===== config.mk =====
export PLATFORM = sky130hd
export DESIGN_NAME = id_token_fsm
export DESIGN_NICKNAME = d
export VERILOG_FILES = /design/src/rtl/id_token_fsm_pkg.sv /design/src/rtl/id_char_class.sv /design/src/rtl/id_token_fsm.sv
export SDC_FILE = /design/constraint.sdc
export NUM_CORES = 1
export LEC_CHECK = 0
export CAP_MARGIN = 20
export CORE_MARGIN = 2
export CORE_UTILIZATION = 40
export DETAILED_ROUTE_END_ITERATION = 6
export HOLD_SLACK_MARGIN = 0.03
export PLACE_DENSITY = 0.73
export SYNTH_ARGS = -nofsm -noshare
export SYNTH_HDL_FRONTEND = slang
export SYNTH_SLANG_ARGS = --single-unit

===== constraint.sdc =====
create_clock -name clk -period 2.98 [get_ports clk]
set_input_delay 0.894 -clock clk [delete_from_list [all_inputs] [get_ports clk]]
set_output_delay 0.894 -clock clk [all_outputs]
set_load 0.01 [all_outputs]

===== src/rtl/id_token_fsm_pkg.sv =====
// Shared types and constants for the streaming identifier recognizer.
// Class codes, FSM state encoding and the ASCII bounds used by the decoder.
package id_token_fsm_pkg;

  typedef enum logic [1:0] {
    S_IDLE  = 2'd0,
    S_ALPHA = 2'd1,
    S_DIGIT = 2'd2,
    S_LONG  = 2'd3
  } state_t;

  typedef enum logic [1:0] {
    CLS_OTHER  = 2'd0,
    CLS_LETTER = 2'd1,
    CLS_DIGIT  = 2'd2
  } cls_t;

  localparam logic [7:0] ASCII_UP_A = 8'h41;
  localparam logic [7:0] ASCII_UP_Z = 8'h5A;
  localparam logic [7:0] ASCII_LO_A = 8'h61;
  localparam logic [7:0] ASCII_LO_Z = 8'h7A;
  localparam logic [7:0] ASCII_0    = 8'h30;
  localparam logic [7:0] ASCII_9    = 8'h39;
  localparam logic [7:0] ASCII_US   = 8'h5F;

endpackage


===== src/rtl/id_char_class.sv =====
// Combinational character classifier: letter / digit / other.
// Define ID_UNDERSCORE_EN to class '_' as a letter (C-style identifiers).
module id_char_class
  import id_token_fsm_pkg::*;
#(
  parameter int CHAR_W = 8
) (
  input  logic [CHAR_W-1:0] char,
  output cls_t              cls
);

  logic       upper_zero;
  logic [7:0] low;

  assign low = char[7:0];

  // Any set bit above the 8-bit code point makes the character "other".
  generate
    if (CHAR_W > 8) begin : g_wide
      assign upper_zero = ~|char[CHAR_W-1:8];
    end else begin : g_narrow
      assign upper_zero = 1'b1;
    end
  endgenerate

  always_comb begin
    cls = CLS_OTHER;
    if (upper_zero) begin
      if ((low >= ASCII_UP_A && low <= ASCII_UP_Z) ||
          (low >= ASCII_LO_A && low <= ASCII_LO_Z)) begin
        cls = CLS_LETTER;
      end else if (low >= ASCII_0 && low <= ASCII_9) begin
        cls = CLS_DIGIT;
      end
`ifdef ID_UNDERSCORE_EN
      else if (low == ASCII_US) begin
        cls = CLS_LETTER;
      end
`endif
    end
  end

endmodule


===== src/rtl/id_token_fsm.sv =====
// Streaming identifier recognizer: flags input ending in letter+ digit{MIN_DIGITS,}.
// Optional ID_UNDERSCORE_EN makes '_' a letter (handled in id_char_class).
module id_token_fsm
  import id_token_fsm_pkg::*;
#(
  parameter  int CHAR_W     = 8,
  parameter  int MAX_LEN    = 16,
  parameter  int MIN_DIGITS = 1,
  parameter  int CNT_W      = 8,
  localparam int LEN_W      = $clog2(MAX_LEN + 1)
) (
  input  logic              clk,
  input  logic              rst_n,
  input  logic              in_valid,
  input  logic [CHAR_W-1:0] char,
  output logic              out,
  output logic              match,
  output logic [LEN_W-1:0]  len,
  output logic [CNT_W-1:0]  match_cnt
);

  localparam int DIG_W = $clog2(MIN_DIGITS + 1);
  localparam logic [LEN_W-1:0] LEN_MAX = LEN_W'(MAX_LEN);
  localparam logic [LEN_W-1:0] LEN_ONE = LEN_W'(1);
  localparam logic [DIG_W-1:0] DIG_MAX = DIG_W'(MIN_DIGITS);
  localparam logic [DIG_W-1:0] DIG_ONE = DIG_W'(1);

  cls_t             cls;
  state_t           state, state_n;
  logic [LEN_W-1:0] len_n;
  logic [DIG_W-1:0] dig_cnt, dig_n;
  logic             out_n, match_n;
  logic [CNT_W-1:0] cnt_n;

  id_char_class #(.CHAR_W(CHAR_W)) u_class (
    .char (char),
    .cls  (cls)
  );

  always_ff @(posedge clk or negedge rst_n) begin
    if (!rst_n) begin
      state     <= S_IDLE;
      len       <= '0;
      dig_cnt   <= '0;
      out       <= 1'b0;
      match     <= 1'b0;
      match_cnt <= '0;
    end else begin
      state     <= state_n;
      len       <= len_n;
      dig_cnt   <= dig_n;
      out       <= out_n;
      match     <= match_n;
      match_cnt <= cnt_n;
    end
  end

  always_comb begin
    state_n = state;
    len_n   = len;
    dig_n   = dig_cnt;
    if (in_valid) begin
      unique case (cls)
        CLS_LETTER: begin
          unique case (state)
            S_IDLE, S_ALPHA: begin
              if (len == LEN_MAX) begin
                state_n = S_LONG;
                dig_n   = '0;
              end else begin
                state_n = S_ALPHA;
                len_n   = len + LEN_ONE;
              end
            end
            // A letter after digits opens a fresh token.
            S_DIGIT: begin
              state_n = S_ALPHA;
              len_n   = LEN_ONE;
              dig_n   = '0;
            end
            default: ;
          endcase
        end
        CLS_DIGIT: begin
          unique case (state)
            S_IDLE: len_n = '0;
            S_ALPHA, S_DIGIT: begin
              if (len == LEN_MAX) begin
                state_n = S_LONG;
                dig_n   = '0;
              end else begin
                state_n = S_DIGIT;
                len_n   = len + LEN_ONE;
                if (state == S_ALPHA) begin
                  dig_n = DIG_ONE;
                end else if (dig_cnt != DIG_MAX) begin
                  dig_n = dig_cnt + DIG_ONE;
                end
              end
            end
            default: ;
          endcase
        end
        default: begin
          state_n = S_IDLE;
          len_n   = '0;
          dig_n   = '0;
        end
      endcase
    end

    out_n   = (state_n == S_DIGIT) && (dig_n >= DIG_MAX);
    match_n = in_valid && out_n && !out;
    cnt_n   = match_cnt;
    if (match_n && (match_cnt != {CNT_W{1'b1}})) begin
      cnt_n = match_cnt + {{(CNT_W-1){1'b0}}, 1'b1};
    end
  end

endmodule


# Yosys cells after proc, flatten, opt, wreduce, memory -nomap -nowiden
# Cells that the tools add are included.
[op_classes]
multipliers = 0
eq_ne = 9
n_addsub = 3
n_shift = 0
mux = 20
n_lt_le_gt_ge = 7
n_bitwise = 0
n_div = 0
reduce_logical = 13
[ops]
columns = ["op", "count"]
rows = [
  ["$pmux W5 S2", 3],
  ["$ge A8 B7 Y1 const B", 2],
  ["$le A8 B7 Y1 const B", 2],
  ["$mux W2", 5],
  ["$add A8 B1 Y8 const B", 1],
  ["$ge A8 B6 Y1 const B", 1],
  ["$le A8 B6 Y1 const B", 1],
  ["$ne A8 B8 Y1 const B", 1],
  ["$pmux W2 S2", 2],
  ["$logic_and A1 B1 Y1", 7],
  ["$mux W1", 7],
  ["$eq A2 B2 Y1 const B", 3],
  ["$ne A3 B2 Y1 const B", 2],
  ["$add A5 B1 Y5 const B", 1],
  ["$eq A5 B5 Y1 const B", 1],
  ["$mux W5", 1],
  ["$eq A2 B1 Y1 const B", 2],
  ["$pmux W1 S2", 2],
  ["$reduce_or A2 Y1", 2],
  ["$reduce_and A3 Y1", 1],
  ["$logic_not A2 Y1", 1],
  ["$add A1 B1 Y1 const B", 1],
  ["$ge A1 B1 Y1 const B", 1],
  ["$logic_not A1 Y1", 1],
  ["$logic_or A1 B1 Y1", 1],
]
[totals]
reg_bits = 18
elab_cells = 58
memories = 0
ram_bits = 0
latch_bits = 0
romBits = 0
input_bits = 11

# Logic depth before layout (Yosys ltp)
[logic_depth]
word_depth = 12
depth_mapped = 10
depth_no_buf = 9

# Cells and area by module
# A second synthesis with hierarchy kept.
[unflattened]
hier_cells = 119
hier_area_um2 = 1148.6
[by_module_without_submodules]
columns = ["mod", "instances", "area_each_um2", "seq_area_each_um2", "cells_per_inst"]
rows = [
  ["id_token_fsm", 1, 1101.1, 450.4, 111],
  ["id_char_class", 1, 47.5, 0.0, 8],
]

# Least setup slack after synthesis
# Ideal clock, no wire load.
[synth_path]
kind = "input to register"
from = "input port char[6]"
to = "register match_cnt[1]"
setup_time_ns = 0.128
arrival_ns = 2.319
path_buffers = 0
cell_stages = 6
slack_ns = 0.534
cell_sequence = "and4bb_2 -> a32oi_1 -> a211o_1 -> a211oi_4 -> nand2_4 -> mux2_1"
[synth_via]
elab_chain_len = 12
elab_cells_between_ends = 24
classes_between = "order compare: 7; eq/ne: 3; mux: 6; reduce/logical: 8"
[synth_rtl]
columns = ["element", "line_no", "source"]
rows = [
  ["start, declared", "id_token_fsm.sv:15", "input logic [CHAR_W-1:0] char,"],
  ["$ge A8 B6 Y1 (tied with other cells)", "id_char_class.sv:32", "end else if (low >= ASCII_0 && low <= ASCII_9) begin"],
  ["$logic_and A1 B1 Y1, on equally long branches", "id_char_class.sv:32, id_char_class.sv:29, id_char_class.sv:30", ""],
  ["$mux W2 or $logic_or A1 B1 Y1 (tied branches)", "id_char_class.sv:32, id_char_class.sv:29", ""],
  ["$mux W2 (*)", "id_char_class.sv:29", "if ((low >= ASCII_UP_A && low <= ASCII_UP_Z) ||"],
  ["$eq A2 B2 Y1 or $eq A2 B1 Y1 (tied branches)", "id_token_fsm.sv:63", "unique case (cls)"],
  ["$pmux W2 S2 or $pmux W1 S2 (tied branches)", "id_token_fsm.sv:63", ""],
  ["$mux W2 or $mux W1 (tied branches)", "id_token_fsm.sv:62", "if (in_valid) begin"],
  ["$eq A2 B2 Y1 or $ge A1 B1 Y1 (tied branches)", "id_token_fsm.sv:112", "out_n = (state_n == S_DIGIT) && (dig_n >= DIG_MAX);"],
  ["$logic_and A1 B1 Y1 (*)", "id_token_fsm.sv:112", ""],
  ["$logic_and A1 B1 Y1 (*) (2 in series)", "id_token_fsm.sv:113", "match_n = in_valid && out_n && !out;"],
  ["$logic_and A1 B1 Y1 (*)", "id_token_fsm.sv:115", "if (match_n && (match_cnt != {CNT_W{1'b1}})) begin"],
  ["end signal, assigned", "id_token_fsm.sv:54", "match_cnt <= cnt_n;"],
  ["end, declared", "id_token_fsm.sv:19", "output logic [CNT_W-1:0] match_cnt"],
]
# Mark *: on every way between the ends. The rest lies on a longest branch, timed or not.
# A chain may end at the register's enable or synchronous reset.

# Worst setup path after layout
[layout_path]
from = "input port char[1]"
to = "register match_cnt[1]"
# The elaborated chain is that of the path after synthesis.

==> impl_metrics.tcl <==
set metrics [dict create \
    status "complete, no violations" \
    synth.mux.area_fraction 0.0287 \
    crit_fanout 7 \
    post_synth_xor_area_fraction 0.0521 \
    syn_area_um2 1180 \
    async_sr_flop_fraction 1.00 \
    max-slew-margin-rel 0.731 \
    mostFrequentLayoutCell "clkdlybuf4s50_1" \
    drive_gt1_frac 0.127 \
    synth_top_family_by_area "simple AND/OR/NAND/NOR gates" \
    areaGrowthSynthToFinish_pct 29.8 \
    synth.distinct_cells 40 \
    actual_transition_at_the_worst_max_transition_pin_ps 403 \
    layout.core_utilization 0.549 \
    clock_latency_ps 290 \
    power.ir.vdd_worst_mv 0.355 \
    clk_pin_slew_ps 110 \
    timing.setup.critical_path_class "in2reg" \
    antenna_violating_nets_post_route 0 \
    fin_tns_setup_ps 0 \
    post_synth_fa_ha_maj_area_fraction 0.0744 \
    p_leak_nw 0.665 \
    synth_enable_flop_cells 0 \
    postSynth.topFlopCell "dfrtp_1" \
    hold_buffers 0 \
    achievable-frequency_mhz 366 \
    number_of_hold_violations_in_the_final_report 0 \
    overflow 0 \
    synth-compound-area-share 0.200 \
    synthesis.nets 143 \
    top_level_ports 26 \
    dieArea_um2 3390 \
    cts-buffers-inserted 3 \
    layout_common_cells "clkdlybuf4s50_1 (25), dfrtp_1 (18), inv_1 (11), nand2_1 (9), nor2_1 (9)" \
    total_power_per_unit_cell_area_nw_per_um2 319 \
    worst_r2r_path_depth 9 \
    min_delay_path_depth 1 \
    placement.cell_area_um2 1490 \
    grt_antenna_before_repair 0 \
    post_drt_wl_per_cell_um 12.6 \
    hpwlAfterDp_um 1870 \
    max_cap_violations 0 \
    nets 176 \
    ctsLongestPathBuffers 2 \
    post-route-period-util 0.918 \
    postRouteWirelength_um 2360 \
    first_pass_grt_wire_length_um 4220 \
    ys_seq_elements 18 \
    grt_pass1_vias 997 \
    synth_cells 125 \
    floorplan.die.width_um 58.3 \
    maxSlewViolCount 0 \
    finalWeightedCongestion 0.868 \
    post-cts-setup-buffer-count 0 \
    synth_simple_gate_area_share 0.217 \
    cp.required_ps 3160 \
    synth.yosys.seq_area_share 0.383 \
    ys.warnings.count 0 \
    start_kind "primary input" \
    holdCritPathClass "reg2reg" \
    vias 1006 \
    timing.final.crit_period_ps 2740 \
    detailedRoute.firstPassIterationCount 4 \
    die_y_um 58.3 \
    num_antenna_cells 0 \
    clock_sink_count 18 \
    cts_root_buf "clkbuf_4" \
    report.power.total_uw 487 \
    final_cell_area_um2 1530 \
    end_kind "flop" \
    cts_max_level 1 \
    numPortBuffers 25 \
    critical_path_arrival_ps 2920 \
    final.setup_skew_ps 2.00 \
    cts_resized 0 \
    grt_max_degree 19 \
    floorplan.initialDensity 0.423 \
    groute.usage.overall 0.162 \
    drt_iter0_markers 31 \
    unrepaired_setup_endpoints_after_global_routing "no" \
    cts_tree "done" \
    syn-mean-instance-area_um2 9.42 \
    setup_viol 0 \
    fp.coreArea_um2 2780 \
    route.detailed.vias_per_inst 5.35 \
    drcViolationCount 0 \
    num_rows 19 \
]
[cell type report]
type	count	area, µm²
Inverter	11	41.3
Tap cell	31	38.8
Timing Repair Buffer	30	288
Sequential cell	18	450
Fill cell	236	1250
Multi-Input combinational cell	94	673
Clock buffer	4	36.3
[Yosys cell counts (2+ instances only)]
| cell | count | area, µm² |
|---|---|---|
| inv_1 | 11 | 41.3 |
| mux2_2 | 2 | 22.5 |
| o21ai_0 | 5 | 25.0 |
| dfrtp_1 | 18 | 450 |
| nor2_1 | 9 | 33.8 |
| o31ai_1 | 2 | 15.0 |
| o21ai_2 | 2 | 17.5 |
| and2_1 | 3 | 18.8 |
| nor3_2 | 3 | 30.0 |
| xor2_1 | 5 | 43.8 |
| xnor2_1 | 2 | 17.5 |
| ha_1 | 7 | 87.6 |
| nand2_1 | 9 | 33.8 |
| a21o_1 | 3 | 22.5 |
| o21ai_1 | 2 | 10.0 |
| nand3_1 | 8 | 40.0 |
| nand4_1 | 3 | 18.8 |
| nand2b_1 | 2 | 12.5 |
| a21oi_1 | 8 | 40.0 |
[critical path, stage by stage]
cell and delay, ps:
clkdlybuf4s50_1 430, o21ai_1 330, a32oi_1 260, a211o_1 340, a211oi_4 230, nand2_4 120
mux2_1 310
[through the flow]
stage / worst slack [ps] / instances / hold slack (ps)
after floorplan: 534 / 125 / 522
after global placement: -2.26 / 184 / 484
after detailed placement: -67.7 / 184 / 491
after CTS: 242 / 188 / 508
after global routing: 69.0 / 188 / 522
final: 245 / 188 / 502
[final timing paths]
kind | startpoint | slack (ps) | endpoint
setup / recovery | char[1] | 240 | match_cnt[1]
hold / removal | match_cnt[6] | 500 | match_cnt[6]
setup reg to reg | len[0] | 570 | match_cnt[1]
hold reg to reg | match_cnt[6] | 500 | match_cnt[6]
max in group asynchronous | rst_n | 1870 | match_cnt[5]
min in group asynchronous | rst_n | 920 | state[0]
[per-layer routing]
layer	vias up	GRT usage	routed length [µm]
li1	507	-	-
met2	20	0.273	1140
met4	0	0.0598	15
met3	2	0.0402	84
met5	-	0	0
met1	477	0.201	1120
[logic make-up after synthesis]
logic type,count (synthesis)
adder cells (fa/ha/maj),7
AO/OA/AOI/OAI,32
XOR/XNOR,7
buffers and inverters,13
AND/OR/NAND/NOR,45
flip-flops,18
multiplexers,3
[power breakdown]
group | internal, mW | total (mW) | switching (mW)
sequential | 0.249 | 0.255 | 0.00642
clock | 0.0744 | 0.151 | 0.0764
combinational | 0.0403 | 0.0817 | 0.0414
[registers in the layout, summed over array words and instances, names as in the netlist]
name and cells:
match_cnt 8, out 1, dig_cnt 1, state 2, len 5, match 1
Note: power is estimated with default switching activity, not from simulation.
